[config.mk]
export PLATFORM = sky130hd
export DESIGN_NAME = memory_stage
export DESIGN_NICKNAME = d
export VERILOG_FILES = /design/src/rtl/memory_stage.sv
export SDC_FILE = /design/constraint.sdc
export NUM_CORES = 2
export LEC_CHECK = 0
export BUFFER_PORTS_ARGS = -buffer_cell sky130_fd_sc_hd__buf_2
export CORE_ASPECT_RATIO = 2
export CORE_UTILIZATION = 42
export DETAILED_ROUTE_END_ITERATION = 12
export SLEW_MARGIN = 10
export SYNTH_ARGS = -nofsm -noshare
export SYNTH_HDL_FRONTEND = slang
export SYNTH_SLANG_ARGS = --single-unit
[constraint.sdc]
create_clock -name clk -period 5.74 [get_ports clk]
set_clock_uncertainty 0.05 [all_clocks]
set_input_delay 0.287 -clock clk [delete_from_list [all_inputs] [get_ports clk]]
set_output_delay 0.287 -clock clk [all_outputs]
set_load 0.01 [all_outputs]
[src/rtl/memory_stage.sv]
// Memory stage: data RAM, memory-mapped UART TX/RX registers and MEM/WB register.
// A TXDATA store while the transmitter is busy stalls upstream.
module memory_stage #(
    parameter int          RAM_AW    = 8,
    parameter logic [15:0] UART_BASE = 16'hFF00
) (
    input  logic        clk,
    input  logic        reset,
    input  logic        MemWriteM,
    input  logic        MemToRegM,
    input  logic        RegWriteM,
    input  logic [3:0]  destAddM,
    input  logic [15:0] alu_resultM,
    input  logic [15:0] writeDataM,
    output logic        stallM,
    output logic [7:0]  uart_tx_data,
    output logic        uart_tx_valid,
    input  logic        uart_tx_ready,
    input  logic [7:0]  uart_rx_data,
    input  logic        uart_rx_valid,
    output logic        RegWriteW,
    output logic        MemToRegW,
    output logic [3:0]  destAddW,
    output logic [15:0] alu_resultW,
    output logic [15:0] read_dataW
);

    localparam logic [0:0]  IDLE      = 1'b0;
    localparam logic [0:0]  BUSY      = 1'b1;
    localparam logic [15:0] TX_ADDR   = UART_BASE;
    localparam logic [15:0] STAT_ADDR = UART_BASE + 16'd1;
    localparam logic [15:0] RX_ADDR   = UART_BASE + 16'd2;

    logic [15:0] ram [2**RAM_AW];
    logic [0:0]  txState;
    logic [7:0]  rxBuf;
    logic        rxPending;
    logic        overrun;
    logic        ramSel;
    logic        txSel;
    logic        statSel;
    logic        rxSel;
    logic        txFree;
    logic        txWrite;
    logic        rxRead;
    logic        statRead;
    logic        newOverrun;
    logic [15:0] loadData;

    assign ramSel  = (alu_resultM >> RAM_AW) == 16'd0;
    assign txSel   = alu_resultM == TX_ADDR;
    assign statSel = alu_resultM == STAT_ADDR;
    assign rxSel   = alu_resultM == RX_ADDR;

    assign txFree        = txState == IDLE;
    assign uart_tx_valid = txState == BUSY;
    // Stall depends on state only: a store coinciding with the handshake still waits.
    assign stallM        = MemWriteM & txSel & (txState == BUSY);

    assign txWrite    = MemWriteM & txSel & ~stallM;
    assign rxRead     = MemToRegM & rxSel & ~stallM;
    assign statRead   = MemToRegM & statSel & ~stallM;
    assign newOverrun = uart_rx_valid & rxPending & ~rxRead;

    always_comb begin
        loadData = '0;
        unique case (1'b1)
            ramSel:  loadData = ram[alu_resultM[RAM_AW-1:0]];
            statSel: loadData = {13'b0, overrun, rxPending, txFree};
            rxSel:   loadData = {8'b0, rxBuf};
            default: loadData = '0;
        endcase
    end

    always_ff @(posedge clk) begin
        if (MemWriteM & ramSel & ~stallM)
            ram[alu_resultM[RAM_AW-1:0]] <= writeDataM;
    end

    always_ff @(posedge clk or negedge reset) begin
        if (!reset) begin
            txState      <= IDLE;
            uart_tx_data <= '0;
        end else begin
            unique case (txState)
                IDLE: if (txWrite) begin
                    txState      <= BUSY;
                    uart_tx_data <= writeDataM[7:0];
                end
                BUSY: if (uart_tx_ready) txState <= IDLE;
                default: txState <= IDLE;
            endcase
        end
    end

    always_ff @(posedge clk or negedge reset) begin
        if (!reset) begin
            rxBuf     <= '0;
            rxPending <= 1'b0;
            overrun   <= 1'b0;
        end else begin
            // A read racing a new byte returns the old byte; the new one stays pending.
            if (uart_rx_valid) begin
                rxBuf     <= uart_rx_data;
                rxPending <= 1'b1;
            end else if (rxRead) begin
                rxPending <= 1'b0;
            end
            if (newOverrun)
                overrun <= 1'b1;
            else if (statRead)
                overrun <= 1'b0;
        end
    end

    always_ff @(posedge clk or negedge reset) begin
        if (!reset) begin
            RegWriteW   <= 1'b0;
            MemToRegW   <= 1'b0;
            destAddW    <= '0;
            alu_resultW <= '0;
            read_dataW  <= '0;
        end else if (stallM) begin
            RegWriteW <= 1'b0;
            MemToRegW <= 1'b0;
        end else begin
            RegWriteW   <= RegWriteM;
            MemToRegW   <= MemToRegM;
            destAddW    <= destAddM;
            alu_resultW <= alu_resultM;
            read_dataW  <= loadData;
        end
    end

endmodule

* Word-level counts from Yosys, hierarchy flattened
Memory sizes are Yosys's and may differ from the RTL's.
Index checks and enable logic that the tools add are counted.
** Storage, ports and cells
- Register bits after elaboration :: 57
- Bits in latches :: 0
- Bits in writable memories :: 4096
- Bits in read-only memories :: 0
- Bits of input ports :: 51
- Output and inout bits :: 48
- Word-level logic and storage cells :: 44
- Memories :: 1
** Memory list
- ram :: depth 256, bits a word 16, rd ports 1, clocked after Yosys merged registers in 0, wr ports 1, line 34 : logic [15:0] ram [2**RAM_AW];
** Cells by class
- Add/sub/neg operators :: 0
- Multipliers :: 0
- Div/mod/pow operators :: 0
- $lt $le $gt $ge :: 0
- Eq/ne operators :: 3
- Shift operators :: 0
- Mux-type cells :: 12
- Bitwise operators :: 14
- Reductions and logical operators :: 4
** Operator list (number)
- 16-bit == test (second input constant) :: 3
- 16-bit one-hot mux with 3 select lines :: 1
- 16-bit zero test :: 1
- 1-bit AND :: 11
- 1-bit 2-to-1 mux :: 10
- 2-bit nonzero test :: 2
- 1-bit inverter :: 3
- 1-bit one-hot mux with 2 select lines :: 1
- 2-bit AND reduction :: 1

* Depth between registers and ports, before layout
- Depth after elaboration :: 8
- Mapped depth :: 14

* Least setup slack after synthesis
OpenSTA, ideal clock, no wires.
- Path type :: in2reg
- Start :: input port alu_resultM[1]
- End :: memory ram[103][0] (enable)
- Data arrival time :: 2803 ps
- Required time :: 5302 ps
- Setup slack :: 2498 ps
- Stages on the path :: 10
- Buffers on the path :: 8
- Path through :: buf_2 buf_4 buf_2 buf_2 buf_2 buf_2 clkbuf_1 nand3_1 clkbuf_1 nor2_1
** On the way
- Word-level cells in the longest chain between the ends :: 7
** Ends and longest elaborated chain
- start, declared :: line 13 : input logic [15:0] alu_resultM,
- 16-bit == test :: line 51 : assign txSel = alu_resultM == TX_ADDR;
- 1-bit AND (2 in a row) :: line 58 : assign stallM = MemWriteM & txSel & (txState == BUSY);
- 1-bit inverter :: line 76 : if (MemWriteM & ramSel & ~stallM)
- 1-bit AND :: line 76
- 1-bit 2-to-1 mux :: line 76
- 1-bit 2-to-1 mux (not written as such) :: line 77 : ram[alu_resultM[RAM_AW-1:0]] <= writeDataM;
- end, declared :: line 34
Several ways; a longest one is shown, not always the timed one.

* Worst setup path after layout
- Start :: input port alu_resultM[5]
- End :: register read_dataW[9]
** On the way
- Word-level cells in the longest chain between the ends :: 3
** Ends and longest elaborated chain
- branches (longest 3 deep; another with memory 256 x 16 bit)
- end signal, assigned :: line 131 : read_dataW <= loadData;
- end, declared :: line 25 : output logic [15:0] read_dataW
Several ways; the timed one is not identified.
A chain may end at the register's enable or synchronous reset.

==> reports/metrics.yaml <==
detailed_routing:
  drtAntennaViolNets: 0
  dr.pass1.iters: 8
  dr_total_vias: 81800
  totalWireLength_um: 499000
  viasPerCell: 6.15
  drt_iter0_markers: 10400
  post_drt_wl_per_cell_um: 37.5
  drc_errors: 0
min_path:
  hp-class: "primary input to register"
  min_from: "writeDataM[13]"
  hold_depth: 1
  min_to: "ram[176][13]"
clocking:
  clkTransAtPathRegs_ns: 0.07
  post-cts-setup-buffers: 0
  htree_levels: 5
  numCtsBuffers: 359
  cts_tree: "built"
  cts.sinks: 4153
  insertion_delay_ns: 0.96
  clockBufferDepth: 4
  clock-root-buffer: "clkbuf_16"
  cts_hold_buf: 53
  ctsResizeCount: 0
critical_path:
  worstSetupPathType: "primary input to register"
  path_cells: "buf_2 -> nor2b_4 -> nand2_1 -> o22ai_1 -> or4_1 -> a221oi_1 -> or4_1 -> a21oi_1 -> o21ai_1"
  cp_num_cells: 9
  crit_slowest_cell: "o22ai_1"
  r2r-start: "ram[119][15]"
  critPathBufInv: 1
  cp-start-kind: "primary input"
  critPathMaxFanout: 33
  r2r_cells: 8
  worstReg2RegEnd: "read_dataW[15]"
  cp_common_cell: "or4_1"
  cp_top_family: "simple AND/OR/NAND/NOR gates"
  r2r_slack_ns: 1.76
  crit_required_ns: 6.53
  end_kind: "register"
  slowest_delay_ns: 1.20
  crit_arrival_ns: 5.45
layout:
  area_delta_synth_final_pct: 13.9
  drive_above_1_share: 0.287
  final_nets: 8045
  fin_util: 0.481
place:
  routabilityCongestion: 0.970
  numPortBuffers: 98
  hpwlAfterDp_um: 317000
logic_synthesis:
  syn-num-nets: 7380
  syn_area_per_cell_um2: 21.8
  syn_area_um2: 160000
  yosys.area.top_type_share: 0.769
  syn_inst: 7329
  synth_cell_type_count: 71
  synth_warnings: 0
  yosysSeqAreaShare: 0.778
  yosysTopAreaCell: "edfxtp_1"
  synth_ff_type: "edfxtp_1"
  synth_edf_count: 4096
  yosys_register_bits: 4153
  async_reset_ff_frac: 0.0137
  synth.top_cells.by_area: "edfxtp_1 77%, mux4_2 13%, mux2i_1 1.9%"
timing:
  worstMarginPinSlew_ns: 1.46
  fin_crit_sh: 0.812
  period_minus_slack_ns: 4.66
  hold_violations: 0
  slew_violations: 0
  slew_headroom: 0.0251
  grt_setup_unrepaired: "false"
  setup_viol: 0
  fin_setup_tns_ns: 0
  max_freq_mhz: 215
floorplanning:
  initial_core_util: 0.422
  die_h_um: 875
  die_w_um: 438
  coreArea_um2: 379000
  rows: 320
  dieArea_um2: 384000
  ios: 99
outcome:
  status: "completed"
global_route:
  first_global_vias: 82300
  grt-ovfl-total: 0
  grt_pass1_wl_um: 680000
  grt_max_degree: 181
  gr-usage-all-layers: 0.258
  grt_antenna_before_repair: 35
flow_run:
  max_cap_violations: 0
power:
  power_density_nw_per_um2: 339
  leakage_nw: 57.6
  worst_ir_drop_vdd_v: 0.000265
## placed cells by master (no fill, tap or decap), types with 21 or more instances in the layout
cell type,count
clkbuf_1,46
a21oi_1,118
nand2_1,218
buf_4,524
a31oi_1,28
mux2_2,132
buf_12,43
a22oi_1,112
a221oi_1,31
nor3_1,31
clkbuf_16,366
nand4_1,32
clkinv_1,74
nor2_1,261
nand3_1,71
dlygate4sd3_1,53
o22ai_1,74
o21ai_0,89
mux4_2,934
clkinvlp_4,21
dfrtp_1,57
edfxtp_1,4096
buf_2,76
mux2i_1,311
clkinv_2,71
nor2_2,69
bufinv_16,44
## flip-flops by register name, summed over array words and instances (netlist names)
| signal | flops |
|---|---|
| MemToRegW | 1 |
| RegWriteW | 1 |
| alu_resultW | 16 |
| destAddW | 4 |
| overrun | 1 |
| ram | 4096 |
| read_dataW | 16 |
| rxBuf | 8 |
| rxPending | 1 |
| uart_tx_data | 8 |
| uart_tx_valid | 1 |
## worst max path at each step
stage                              start            end  slack (ns)
after global routing      alu_resultM[5]  read_dataW[9]        1.28
after floorplan           alu_resultM[1]    ram[103][0]        2.50
after detailed placement  alu_resultM[5]  read_dataW[9]        0.35
after global placement    alu_resultM[5]  read_dataW[9]        0.37
after CTS                 alu_resultM[5]  read_dataW[9]        1.37
final                     alu_resultM[5]  read_dataW[9]        1.08
## synth_stat cells, types with 7 or more instances
library cell / n
buf_1: 32
nand3_1: 75
buf_6: 49
o221ai_1: 20
mux4_1: 8
nor2_1: 334
a32oi_1: 16
a2111oi_0: 10
mux2_2: 132
mux2i_1: 311
buf_4: 58
nor2b_1: 14
o21ai_0: 89
a221oi_1: 31
a22oi_1: 112
a21oi_1: 118
a31oi_1: 29
dfrtp_1: 57
a222oi_1: 7
nand2b_1: 10
a22o_1: 13
o22ai_1: 74
nand4_1: 32
o211ai_1: 11
nor3_1: 34
o2111ai_1: 7
edfxtp_1: 4096
buf_2: 102
a211oi_1: 18
mux4_2: 934
nor4_1: 10
o31ai_1: 7
nand2_1: 230
clkbuf_1: 164
## cells by family after synthesis
| group | count (synthesis) | share of synthesized area |
|---|---|---|
| buf+inv | 421 | 0.0148 |
| mux | 1386 | 0.162 |
| compound gates | 607 | 0.0257 |
| simple gates | 762 | 0.0203 |
| flops | 4153 | 0.778 |
## area by class of cell
class | instances | area [um^2]
Multi-Input combinational cell | 2755 | 33500
Clock buffer | 420 | 9440
Timing Repair Buffer | 715 | 5980
Inverter | 10 | 47.5
Clock inverter | 235 | 2480
Fill cell | 30500 | 197000
Antenna cell | 20 | 50.0
Tap cell | 4991 | 6240
Sequential cell | 4153 | 124000
## per-stage QoR
step / instances / hold slack (ns) / total power, W / setup slack, ns / area, um^2
global placement: 12600 / 0.0736 / 0.0372 / 0.368 / 170000
global route: 13300 / 0.0536 / 0.0631 / 1.28 / 182000
CTS: 13300 / 0.0159 / 0.0620 / 1.37 / 182000
detailed placement: 12600 / 0.0756 / 0.0373 / 0.350 / 170000
floorplan: 7329 / -0.0586 / 0.0355 / 2.50 / 160000
finish: 13300 / 0.00793 / 0.0617 / 1.08 / 182000
## per-layer routing
metal	part of all wire	global-route usage	up-vias
met5	0.000072	0	-
met3	0.074	0.0456	1222
met2	0.51	0.438	4385
li1	-	-	32100
met1	0.33	0.292	44100
met4	0.086	0.189	6
## where the power goes
group | switching, W | total (W) | internal (W) | leakage [nW]
registers | 0.0000171 | 0.0333 | 0.0333 | 37.5
logic | 0.00228 | 0.00333 | 0.00105 | 14.3
clock network | 0.0112 | 0.0251 | 0.0139 | 5.81
total | 0.0135 | 0.0617 | 0.0482 | 57.6
Note: power is estimated with default switching activity, not from simulation.
